File: src/rtl/trace_pkg.sv
// Shared definitions for the commit-trace source: record layout, record kinds,
// summary indices and the controller state type.
package trace_pkg;

  localparam int REC_W      = 60;
  localparam int KIND_LSB   = 56;
  localparam int KIND_W     = 4;
  localparam int FLAGS_LSB  = 52;
  localparam int FLAGS_W    = 4;
  localparam int WREG_LSB   = 49;
  localparam int WREG_W     = 3;
  localparam int PAD_LSB    = 48;
  localparam int WDATA_LSB  = 32;
  localparam int MADDR_LSB  = 16;
  localparam int MDATA_LSB  = 0;
  localparam int DATA_W     = 16;

  localparam logic [KIND_W-1:0] KIND_COMMIT  = 4'h1;
  localparam logic [KIND_W-1:0] KIND_SUMMARY = 4'h2;

  localparam logic [2:0] SUM_CYCLES = 3'd0;
  localparam logic [2:0] SUM_INSTS  = 3'd1;
  localparam logic [2:0] SUM_DHIT   = 3'd2;
  localparam logic [2:0] SUM_IHIT   = 3'd3;
  localparam logic [2:0] SUM_DREQ   = 3'd4;
  localparam logic [2:0] SUM_IREQ   = 3'd5;
  localparam logic [2:0] SUM_DROPS  = 3'd6;
  localparam int         NUM_SUM    = 7;

  typedef enum logic [1:0] {
    RUN  = 2'd0,
    SUM  = 2'd1,
    DONE = 2'd2
  } trace_state_e;

  function automatic logic [REC_W-1:0] pack_rec(
    input logic [KIND_W-1:0]  kind,
    input logic [FLAGS_W-1:0] flags,
    input logic [WREG_W-1:0]  wreg,
    input logic [DATA_W-1:0]  wdata,
    input logic [DATA_W-1:0]  maddr,
    input logic [DATA_W-1:0]  mdata
  );
    return {kind, flags, wreg, 1'b0, wdata, maddr, mdata};
  endfunction

endpackage

File: src/rtl/trace_fifo.sv
// Synchronous record FIFO with occupancy tracking; the head reads as zero while empty.
module trace_fifo #(
  parameter int DEPTH = 8,
  parameter int WIDTH = 60
) (
  input  logic                   clk,
  input  logic                   rst,
  input  logic                   push,
  input  logic [WIDTH-1:0]       push_data,
  input  logic                   pop,
  output logic                   push_ok,
  output logic                   pop_ok,
  output logic [WIDTH-1:0]       head,
  output logic                   full,
  output logic                   empty,
  output logic [$clog2(DEPTH):0] occupancy
);
  localparam int AW = $clog2(DEPTH);

  logic [WIDTH-1:0] mem [DEPTH];
  logic [AW-1:0]    wr_ptr;
  logic [AW-1:0]    rd_ptr;

  assign full    = (occupancy == (AW+1)'(DEPTH));
  assign empty   = (occupancy == '0);
  assign pop_ok  = pop && !empty;
  // A full FIFO still takes a push on an edge that also pops
  assign push_ok = push && (!full || pop_ok);
  assign head    = empty ? '0 : mem[rd_ptr];

  always_ff @(posedge clk) begin
    if (push_ok) mem[wr_ptr] <= push_data;
  end

  always_ff @(posedge clk) begin
    if (rst) begin
      wr_ptr    <= '0;
      rd_ptr    <= '0;
      occupancy <= '0;
    end else begin
      if (push_ok) wr_ptr <= wr_ptr + AW'(1);
      if (pop_ok)  rd_ptr <= rd_ptr + AW'(1);
      occupancy <= occupancy + (AW+1)'(push_ok) - (AW+1)'(pop_ok);
    end
  end

endmodule

File: src/rtl/commit_trace_gen.sv
// Commit-trace producer: packs retirement events into records, drains them over valid/ready
// and appends counter summaries on halt. Optional pipeline backpressure: TRACE_BACKPRESSURE_EN.
module commit_trace_gen
  import trace_pkg::*;
#(
  parameter int DEPTH = 8,
  parameter int CNT_W = 32
) (
  input  logic             clk,
  input  logic             rst,
  input  logic             ev_regwr,
  input  logic [2:0]       ev_wreg,
  input  logic [15:0]      ev_wdata,
  input  logic             ev_load,
  input  logic             ev_store,
  input  logic [15:0]      ev_maddr,
  input  logic [15:0]      ev_ldata,
  input  logic [15:0]      ev_sdata,
  input  logic             ev_halt,
  input  logic             ic_req,
  input  logic             ic_hit,
  input  logic             dc_req,
  input  logic             dc_hit,
  output logic             tr_valid,
  output logic [REC_W-1:0] tr_data,
  input  logic             tr_ready,
  output logic             trace_stall,
  output logic             overflow,
  output logic             proto_err,
  output logic             trace_done
);
  localparam int OW = $clog2(DEPTH) + 1;

  trace_state_e     state, state_next;
  logic [CNT_W-1:0] cnt [NUM_SUM];
  logic [NUM_SUM-1:0] inc;
  logic [2:0]       sum_idx;
  logic [OW-1:0]    occ, occ_next;
  logic             full, empty, push, push_ok, pop_ok, drop, any_ev;
  logic [REC_W-1:0] commit_rec, summary_rec, push_rec;
  logic [31:0]      sum_val;

  assign any_ev = ev_regwr | ev_load | ev_store | ev_halt;

  // A simultaneous load and store is traced as a store
  assign commit_rec = pack_rec(KIND_COMMIT,
                               {ev_halt, ev_store, ev_load & ~ev_store, ev_regwr},
                               ev_regwr ? ev_wreg : 3'd0,
                               ev_regwr ? ev_wdata : 16'd0,
                               (ev_load | ev_store) ? ev_maddr : 16'd0,
                               ev_store ? ev_sdata : (ev_load ? ev_ldata : 16'd0));

  assign sum_val     = 32'(cnt[sum_idx]);
  assign summary_rec = pack_rec(KIND_SUMMARY, {1'b0, sum_idx}, 3'd0, 16'd0,
                                sum_val[31:16], sum_val[15:0]);

  always_comb begin
    state_next = state;
    push       = 1'b0;
    push_rec   = commit_rec;
    case (state)
      RUN: begin
        push = any_ev;
        if (ev_halt) state_next = SUM;
      end
      SUM: begin
        push_rec = summary_rec;
        if (!full) begin
          push = 1'b1;
          if (sum_idx == SUM_DROPS) state_next = DONE;
        end
      end
      DONE: begin
      end
      default: state_next = RUN;
    endcase
  end

  assign drop = (state == RUN) && any_ev && !push_ok;
  assign inc  = {drop, ic_req, dc_req, ic_hit, dc_hit, ev_halt | ev_regwr | ev_store, 1'b1};
  assign occ_next = occ + OW'(push_ok) - OW'(pop_ok);

  trace_fifo #(
    .DEPTH(DEPTH),
    .WIDTH(REC_W)
  ) u_fifo (
    .clk       (clk),
    .rst       (rst),
    .push      (push),
    .push_data (push_rec),
    .pop       (tr_ready),
    .push_ok   (push_ok),
    .pop_ok    (pop_ok),
    .head      (tr_data),
    .full      (full),
    .empty     (empty),
    .occupancy (occ)
  );

  assign tr_valid = !empty;

`ifdef TRACE_BACKPRESSURE_EN
  // Two spare entries absorb the events already in flight when the pipeline sees the stall
  assign trace_stall = (occ >= OW'(DEPTH - 2));
`else
  assign trace_stall = 1'b0;
`endif

  always_ff @(posedge clk) begin
    if (rst) begin
      state      <= RUN;
      sum_idx    <= '0;
      overflow   <= 1'b0;
      proto_err  <= 1'b0;
      trace_done <= 1'b0;
      for (int i = 0; i < NUM_SUM; i++) cnt[i] <= '0;
    end else begin
      state      <= state_next;
      trace_done <= (state_next == DONE) && (occ_next == '0);
      if (state == RUN) begin
        overflow  <= overflow | drop;
        proto_err <= proto_err | (ev_load & ev_store);
        for (int i = 0; i < NUM_SUM; i++) begin
          if (inc[i] && (cnt[i] != '1)) cnt[i] <= cnt[i] + CNT_W'(1);
        end
      end
      if ((state == SUM) && push_ok) sum_idx <= sum_idx + 3'd1;
    end
  end

endmodule

File: config.mk
export PLATFORM = sky130hd
export DESIGN_NAME = commit_trace_gen
export DESIGN_NICKNAME = d
export VERILOG_FILES = /design/src/rtl/trace_pkg.sv /design/src/rtl/trace_fifo.sv /design/src/rtl/commit_trace_gen.sv
export SDC_FILE = /design/constraint.sdc
export NUM_CORES = 1
export LEC_CHECK = 0
export BUFFER_PORTS_ARGS = -buffer_cell sky130_fd_sc_hd__buf_4
export CAP_MARGIN = 40
export CORE_MARGIN = 2
export CORE_UTILIZATION = 35
export DETAILED_ROUTE_END_ITERATION = 10
export PLACE_DENSITY_LB_ADDON = 0.05
export SLEW_MARGIN = 5
export SYNTH_ARGS = -nofsm -noshare
export SYNTH_HDL_FRONTEND = slang
export SYNTH_HIERARCHICAL = 1
export SYNTH_SLANG_ARGS = --single-unit
File: constraint.sdc
create_clock -name clk -period 16.1 [get_ports clk]
set_input_delay 1.61 -clock clk [delete_from_list [all_inputs] [get_ports clk]]
set_output_delay 1.61 -clock clk [all_outputs]
set_load 0.02 [all_outputs]
==> flow_summary.json, run 1 <==
{
  "clk-insertion-delay-late_ns": 0.66,
  "most_common_library_cell_in_the_layout_ignoring_fill_and_taps": "edfxtp_1",
  "resized_after_cts": 0,
  "tritoncts_sink_count": 728,
  "post_drt_via_cell_ratio": 5.30,
  "place_hpwl_mm": 62.6,
  "setup.reg_to_reg.worst_slack_ns": 12.19,
  "met1_length_mm": 40.9,
  "power.static_leakage_nw": 13.2,
  "synth_async_sr_flop_share": 0,
  "routed-wl-met3_mm": 3.99,
  "netlist_area_um2": 33700,
  "cts.path.max_buffers": 3,
  "initialDrtViolationCount": 1380,
  "cts_inserted_buffers": 86,
  "route.met2.wl_mm": 45.6,
  "layout_min_cycle_time_ns": 4.97,
  "core_area_um2": 95200,
  "r2r_end": "u_fifo/mem[7][18]",
  "cp_data_arrival_time_ns": 3.36,
  "layout.nets": 2594,
  "worst_r2r_path_depth": 8,
  "power_density_relative_to_cell_area_nw_per_um2": 152,
  "grt_max_degree": 73,
  "unrepaired_setup_endpoints_after_global_routing": "no",
  "maxUsedRoutingLayer": "met5",
  "yosysWarningCount": 6,
  "setup.worst_path.class": "reg2out",
  "clk_transition_reported_paths_ns": 0.06,
  "worst_margin_slew_ns": 0.968,
  "syn_inst": 2279,
  "worst_clock_skew_ns": 0.0227,
  "tritoncts": "yes",
  "drv_cap": 0,
  "grt_util_all_layers": 0.190,
  "drt_pass1_iterations": 5,
  "critPathLaunchType": "register",
  "post_cts_hold_buffer_count": 0,
  "worst_hold_startpoint": "u_fifo/rd_ptr[1]",
  "timing_max_transition_violations_final": 0,
  "final.period_utilization": 0.309,
  "relSlewSlack": 0.355,
  "worst_path_most_repeated_cell": "buf_4",
  "total_power_w": 0.00602,
  "setup_total_negative_slack_ns": 0,
  "first_global_vias": 20900,
  "timing.hold.worst.class": "reg2reg",
  "dieHeight_um": 314,
  "synth.distinct_cells": 65,
  "crit_path_end_kind": "output pin",
  "route.vias.total": 20300,
  "hold_violations": 0,
  "hold_path_depth": 2,
  "syn-mean-instance-area_um2": 14.8,
  "worst_r2r_startpoint": "u_fifo/occupancy[2]",
  "floorplan.rows": 113,
  "critical-path-max-stage-delay_ns": 0.67,
  "critical_path.cell_chain": "inv_1 -> ha_1 -> or3b_4 -> and2_2 -> buf_4 -> a22o_1 -> buf_4",
  "avgRoutedWirePerCell_um": 24.5,
  "result_of_the_run": "complete, no violations",
  "netlist_top_cells_area": "edfxtp_1, mux4_2, xor2_1",
  "synth_top_area_frac": 0.628,
  "slowest_stage_cell_crit_path": "buf_4",
  "post_route_cells_drive_above_1_share": 0.210,
  "synthDominantAreaCellType": "edfxtp_1",
  "remaining_drc_errors": 0,
  "synth_sequential_area_ratio": 0.642,
  "initial_antenna_violation_count": 3,
  "grt_pass1_wl_mm": 138,
  "wl_mm": 93.8,
  "drtAntennaViolNets": 0,
  "number_of_flip_flops_and_latches_in_the_synthesized_netlist": 728,
  "port-buffer-count": 141,
  "gr-total-overflow": 0,
  "max_clock_freq_ghz": 0.201,
  "area.growth.synth_to_final_pct": 17.4,
  "routabilityCongestion": 0.801,
  "mostFrequentLayoutCells": "edfxtp_1, nor2_1, buf_4, mux4_2, xor2_1",
  "synth_enable_flop_cells": 704,
  "vdd_drop_max_mv": 0.0810,
  "worstPathMaxFanout": 43,
  "die_width_um": 314,
  "initial_core_util": 0.354,
  "cp.buffers_inverters": 3,
  "ctsRootBufferMaster": "clkbuf_16",
  "final_setup_viols": 0,
  "ctsHtreeMaxLevel": 3,
  "cp.required_ns": 14.49,
  "setup_fix_bufs_post_cts": 0,
  "critical-path-top-delay-family": "buffers and inverters",
  "synth_top_flop_cell": "edfxtp_1",
  "io_count": 143,
  "floorplan.die_area_um2": 98700
}
## per-stage QoR
| step | setup WS, ns | hold WS, ns | instance area (µm²) | std cells | utilization |
|---|---|---|---|---|---|
| final | 11.13 | 0.521 | 39500 | 3832 | 0.416 |
| after global routing | 10.86 | 0.541 | 39500 | 3826 | 0.415 |
| after CTS | 10.96 | 0.523 | 39500 | 3823 | 0.415 |
| after detailed placement | 10.90 | 0.504 | 36700 | 3667 | 0.386 |
| after global placement | 10.93 | 0.506 | 36200 | 3639 | 0.381 |
| after floorplan | 7.22 | 0.495 | 33800 | 2303 | - |
## how the worst max path moves through the flow
stage | start | to | slack, ns | cells after the start
after floorplan | ev_halt | u_fifo/mem[0][0] | 7.22 | 6
after global placement | ev_regwr | u_fifo/mem[7][14] | 10.93 | 7
after detailed placement | ev_regwr | u_fifo/mem[7][0] | 10.90 | 7
after CTS | register | tr_data[19] | 10.96 | 5
after global routing | register | tr_data[19] | 10.86 | 5
final | u_fifo/occupancy[2] | tr_data[25] | 11.13 | 7
## report_power, final
part / internal [W] / switching [W]
Combinational: 0.000647 / 0.000838
Clock: 0.00114 / 0.000799
Sequential: 0.00244 / 0.000161
## sequential cells by signal, indices dropped and copies added, names as in the netlist, named ones only
| name | count |
|---|---|
| proto_err | 1 |
| u_fifo/occupancy | 4 |
| overflow | 1 |
| state | 2 |
| u_fifo/wr_ptr | 3 |
| sum_idx | 3 |
| trace_done | 1 |
| cnt | 224 |
| u_fifo/mem | 480 |
| u_fifo/rd_ptr | 3 |
## worst register-to-register path: stages (launching register included)
cell	delay, ns
dfxtp_1	0.36
inv_1	0.09
ha_1	0.21
or3b_4	0.27
inv_1	0.06
a211oi_1	0.58
o211ai_1	0.48
nor2_4	0.69
buf_4	0.73
## final cells by class
cell class,count,area [µm²]
timing repair buffer,219,1910
clock buffer,110,2280
fill,8658,55600
multi-input combinational,1421,11400
clock inverter,46,529
sequential,728,21600
inverter,37,139
antenna,6,15.0
tap,1265,1580
## routing by layer
metal | vias to the layer above | global-route usage
met3 | 151 | 0.0314
li1 | 9269 | -
met2 | 393 | 0.314
met4 | 6 | 0.0691
met5 | - | 0
met1 | 10500 | 0.253
## Yosys cell counts (4+ instances only)
library cell and instances:
nor3_1 22, o211ai_1 19, clkbuf_1 50, buf_1 7, and2_1 20, nor2b_1 10
a22o_1 60, or4_1 5, edfxtp_1 704, a21o_1 4, buf_6 13, dfxtp_1 24
buf_4 12, nand2_1 127, nand3_1 95, ha_1 21, nand2b_1 10, or3_1 15
a21oi_1 33, nand4_1 68, a31o_2 7, and3_1 49, xor2_1 132, xnor2_1 66
mux4_2 152, a221oi_1 16, and4_1 27, inv_1 35, o21ai_0 63, mux2_2 4
nor2_1 262, buf_2 33, a31oi_1 4, mux2i_1 49, nor4_1 18
## cell families after synthesis
kind of cell / count (synthesis) / synth area share
adders and majority gates: 23 / 0.00899
DFF: 728 / 0.642
muxes: 206 / 0.118
other: 1 / 0.000111
xor gates and xnor gates: 198 / 0.0515
buffers and inverters: 154 / 0.0233
AOI/OAI and AO/OA: 219 / 0.0452
and+or+nand+nor: 750 / 0.111
(Power assumes the default switching activity.)
==> run 2: changes to the inputs <==
- clock period: 16.1 -> 5.1 ns (I/O delays scaled with it)
==> flow_summary.json, run 2 (synthesis results as in run 1) <==
{
  "result_of_the_run": "complete, no violations",
  "setup.reg_to_reg.worst_slack_ns": 1.54,
  "drv_cap": 0,
  "setup.worst_path.class": "reg2out",
  "worst_hold_startpoint": "ev_halt",
  "worst_path_most_repeated_cell": "buf_4",
  "grt_pass1_wl_mm": 138,
  "power_density_relative_to_cell_area_nw_per_um2": 477,
  "r2r_end": "trace_done",
  "most_common_library_cell_in_the_layout_ignoring_fill_and_taps": "edfxtp_1",
  "gr-total-overflow": 0,
  "relSlewSlack": 0.374,
  "routabilityCongestion": 0.827,
  "port-buffer-count": 141,
  "final.fill_count": 8764,
  "unrepaired_setup_endpoints_after_global_routing": "no",
  "total_power_w": 0.0188,
  "timing_max_transition_violations_final": 0,
  "layout.nets": 2597,
  "core_area_um2": 95200,
  "cp.buffers_inverters": 4,
  "drtAntennaViolNets": 0,
  "hold_ws_ns": 0.190,
  "initialDrtViolationCount": 1497,
  "mostFrequentLayoutCells": "edfxtp_1, nor2_1, buf_4, mux4_2, xor2_1",
  "critical_path.cell_chain": "inv_1 -> ha_1 -> or3b_4 -> inv_2 -> nor2_4 -> buf_4 -> a22o_1 -> buf_4",
  "multiInputGateArea_um2": 11500,
  "cp_data_arrival_time_ns": 3.24,
  "grt.busiest_layer": "met2",
  "slowest_stage_cell_crit_path": "buf_4",
  "post_cts_hold_buffer_count": 0,
  "cp.required_ns": 4.59,
  "worst_margin_slew_ns": 0.939,
  "final_setup_viols": 0,
  "place_hpwl_mm": 63.4,
  "cts_inserted_buffers": 86,
  "clkPwrFrac": 0.317,
  "critical-path-max-stage-delay_ns": 0.69,
  "global_route.usage.met1": 0.257,
  "io_count": 143,
  "worst_clock_skew_ns": 0.0403,
  "crit_path_end_kind": "output pin",
  "critical-path-top-delay-family": "buffers and inverters",
  "seqCellArea_um2": 21600,
  "critPathLaunchType": "register",
  "remaining_drc_errors": 0,
  "post_drt_via_cell_ratio": 5.33,
  "die_width_um": 314,
  "route.vias.total": 20400,
  "hold_violations": 0,
  "post_route_cells_drive_above_1_share": 0.210,
  "cts.path.max_buffers": 3,
  "worst_r2r_startpoint": "u_fifo/occupancy[2]",
  "initial_core_util": 0.354,
  "worstPathMaxFanout": 49,
  "clk-insertion-delay-late_ns": 0.65,
  "worst-path-stages": 8,
  "initial_antenna_violation_count": 2,
  "largest_register_ff_count": 480,
  "cell_internal_pwr_w": 0.0131,
  "grt_util_all_layers": 0.189,
  "power.switching_w": 0.00567,
  "tritoncts_sink_count": 728,
  "drt_pass1_iterations": 7,
  "floorplan.die_area_um2": 98700,
  "ctsHtreeMaxLevel": 3,
  "timing.hold.worst.class": "in2reg",
  "reg_top3": "u_fifo/mem (480), cnt (224), u_fifo/occupancy (4)",
  "first_global_vias": 20600,
  "grt_max_degree": 59,
  "floorplan.rows": 113,
  "layout_min_cycle_time_ns": 3.75,
  "power.static_leakage_nw": 13.1,
  "place.detailed.instances": 3673,
  "ctsRootBufferMaster": "clkbuf_16",
  "clk_transition_reported_paths_ns": 0.06,
  "area.growth.synth_to_final_pct": 17.1,
  "globalRouteMet2Util": 0.313,
  "sw_frac_of_total": 0.302,
  "setup_fix_bufs_post_cts": 0,
  "vdd_drop_max_mv": 0.382,
  "max_clock_freq_ghz": 0.267,
  "dieHeight_um": 314,
  "grtUsageMet3": 0.0279,
  "tritoncts": "yes",
  "wl_mm": 93.7,
  "hold_path_depth": 3,
  "final.period_utilization": 0.735,
  "hold_path_end": "state[0]",
  "worst_r2r_path_depth": 15,
  "p_comb_frac": 0.247,
  "resized_after_cts": 0,
  "avgRoutedWirePerCell_um": 24.4,
  "regMostFlops": "u_fifo/mem",
  "post_layout_nonfiller_instances": 3835,
  "part_of_the_power_in_registers": 0.436
}
-- run 2: cell types whose count changed in the layout (fill, tap and decap cells not counted), moves of 2 or more --
cell       change
clkbuf_1       +5
buf_12         +7
bufinv_16      -3
o21ai_0        +3
o21ai_1        -3
diode_2        -4
buf_16         -6
clkinv_1       +2
-- run 2: stage by stage --
stage,setup WS (ns),TNS (ns),instance area (µm²),utilization
6_report,1.35,0,39500,0.415
5_1_grt,1.16,0,39400,0.415
2_1_floorplan,-1.16,-220.93,33800,-
3_5_place_dp,1.30,0,36700,0.386
3_3_place_gp,1.37,0,36400,0.382
4_1_cts,1.18,0,39400,0.415
-- run 2: layout make-up --
class,instances,area share
antenna,2,0.000127
clock buffer,114,0.0580
clock inverter,46,0.0112
inverter,37,0.00352
multi-input combinational,1421,0.291
sequential,728,0.548
tap,1265,0.0401
timing repair buffer,222,0.0480
-- run 2: metal layers --
layer  vias up  part of all wire
li1       9280                 -
met1     10500              0.44
met5         -           0.00011
met2       486              0.48
met3       138             0.043
met4         2             0.028
-- run 2: worst max-delay path by stage --
stage,startpoint,endpoint
4_1_cts,u_fifo/occupancy[2],tr_data[21]
5_1_grt,u_fifo/occupancy[2],tr_data[21]
3_5_place_dp,ev_store,u_fifo/mem[5][6]
3_3_place_gp,ev_store,u_fifo/mem[6][6]
6_report,u_fifo/occupancy[2],tr_data[21]
2_1_floorplan,u_fifo/occupancy[2],u_fifo/mem[2][0]
-- run 2: worst reg2reg max path, delay by kind of cell, from the launching register on --
family | cells | cell delay (ns)
compound gates | 2 | 0.80
xor+xnor | 1 | 0.14
fa+ha+maj | 4 | 1.02
buf+inv | 6 | 0.57
flops | 1 | 0.38
simple gates | 2 | 0.55
-- run 2: power by group through the flow --
stage / clock network (W) / logic [W] / registers [W]
floorplan: 0 / 0.00297 / 0.00817
global placement: 0 / 0.00456 / 0.00840
detailed placement: 0 / 0.00479 / 0.00833
CTS: 0.00614 / 0.00480 / 0.00821
global route: 0.00634 / 0.00502 / 0.00830
finish: 0.00595 / 0.00465 / 0.00820
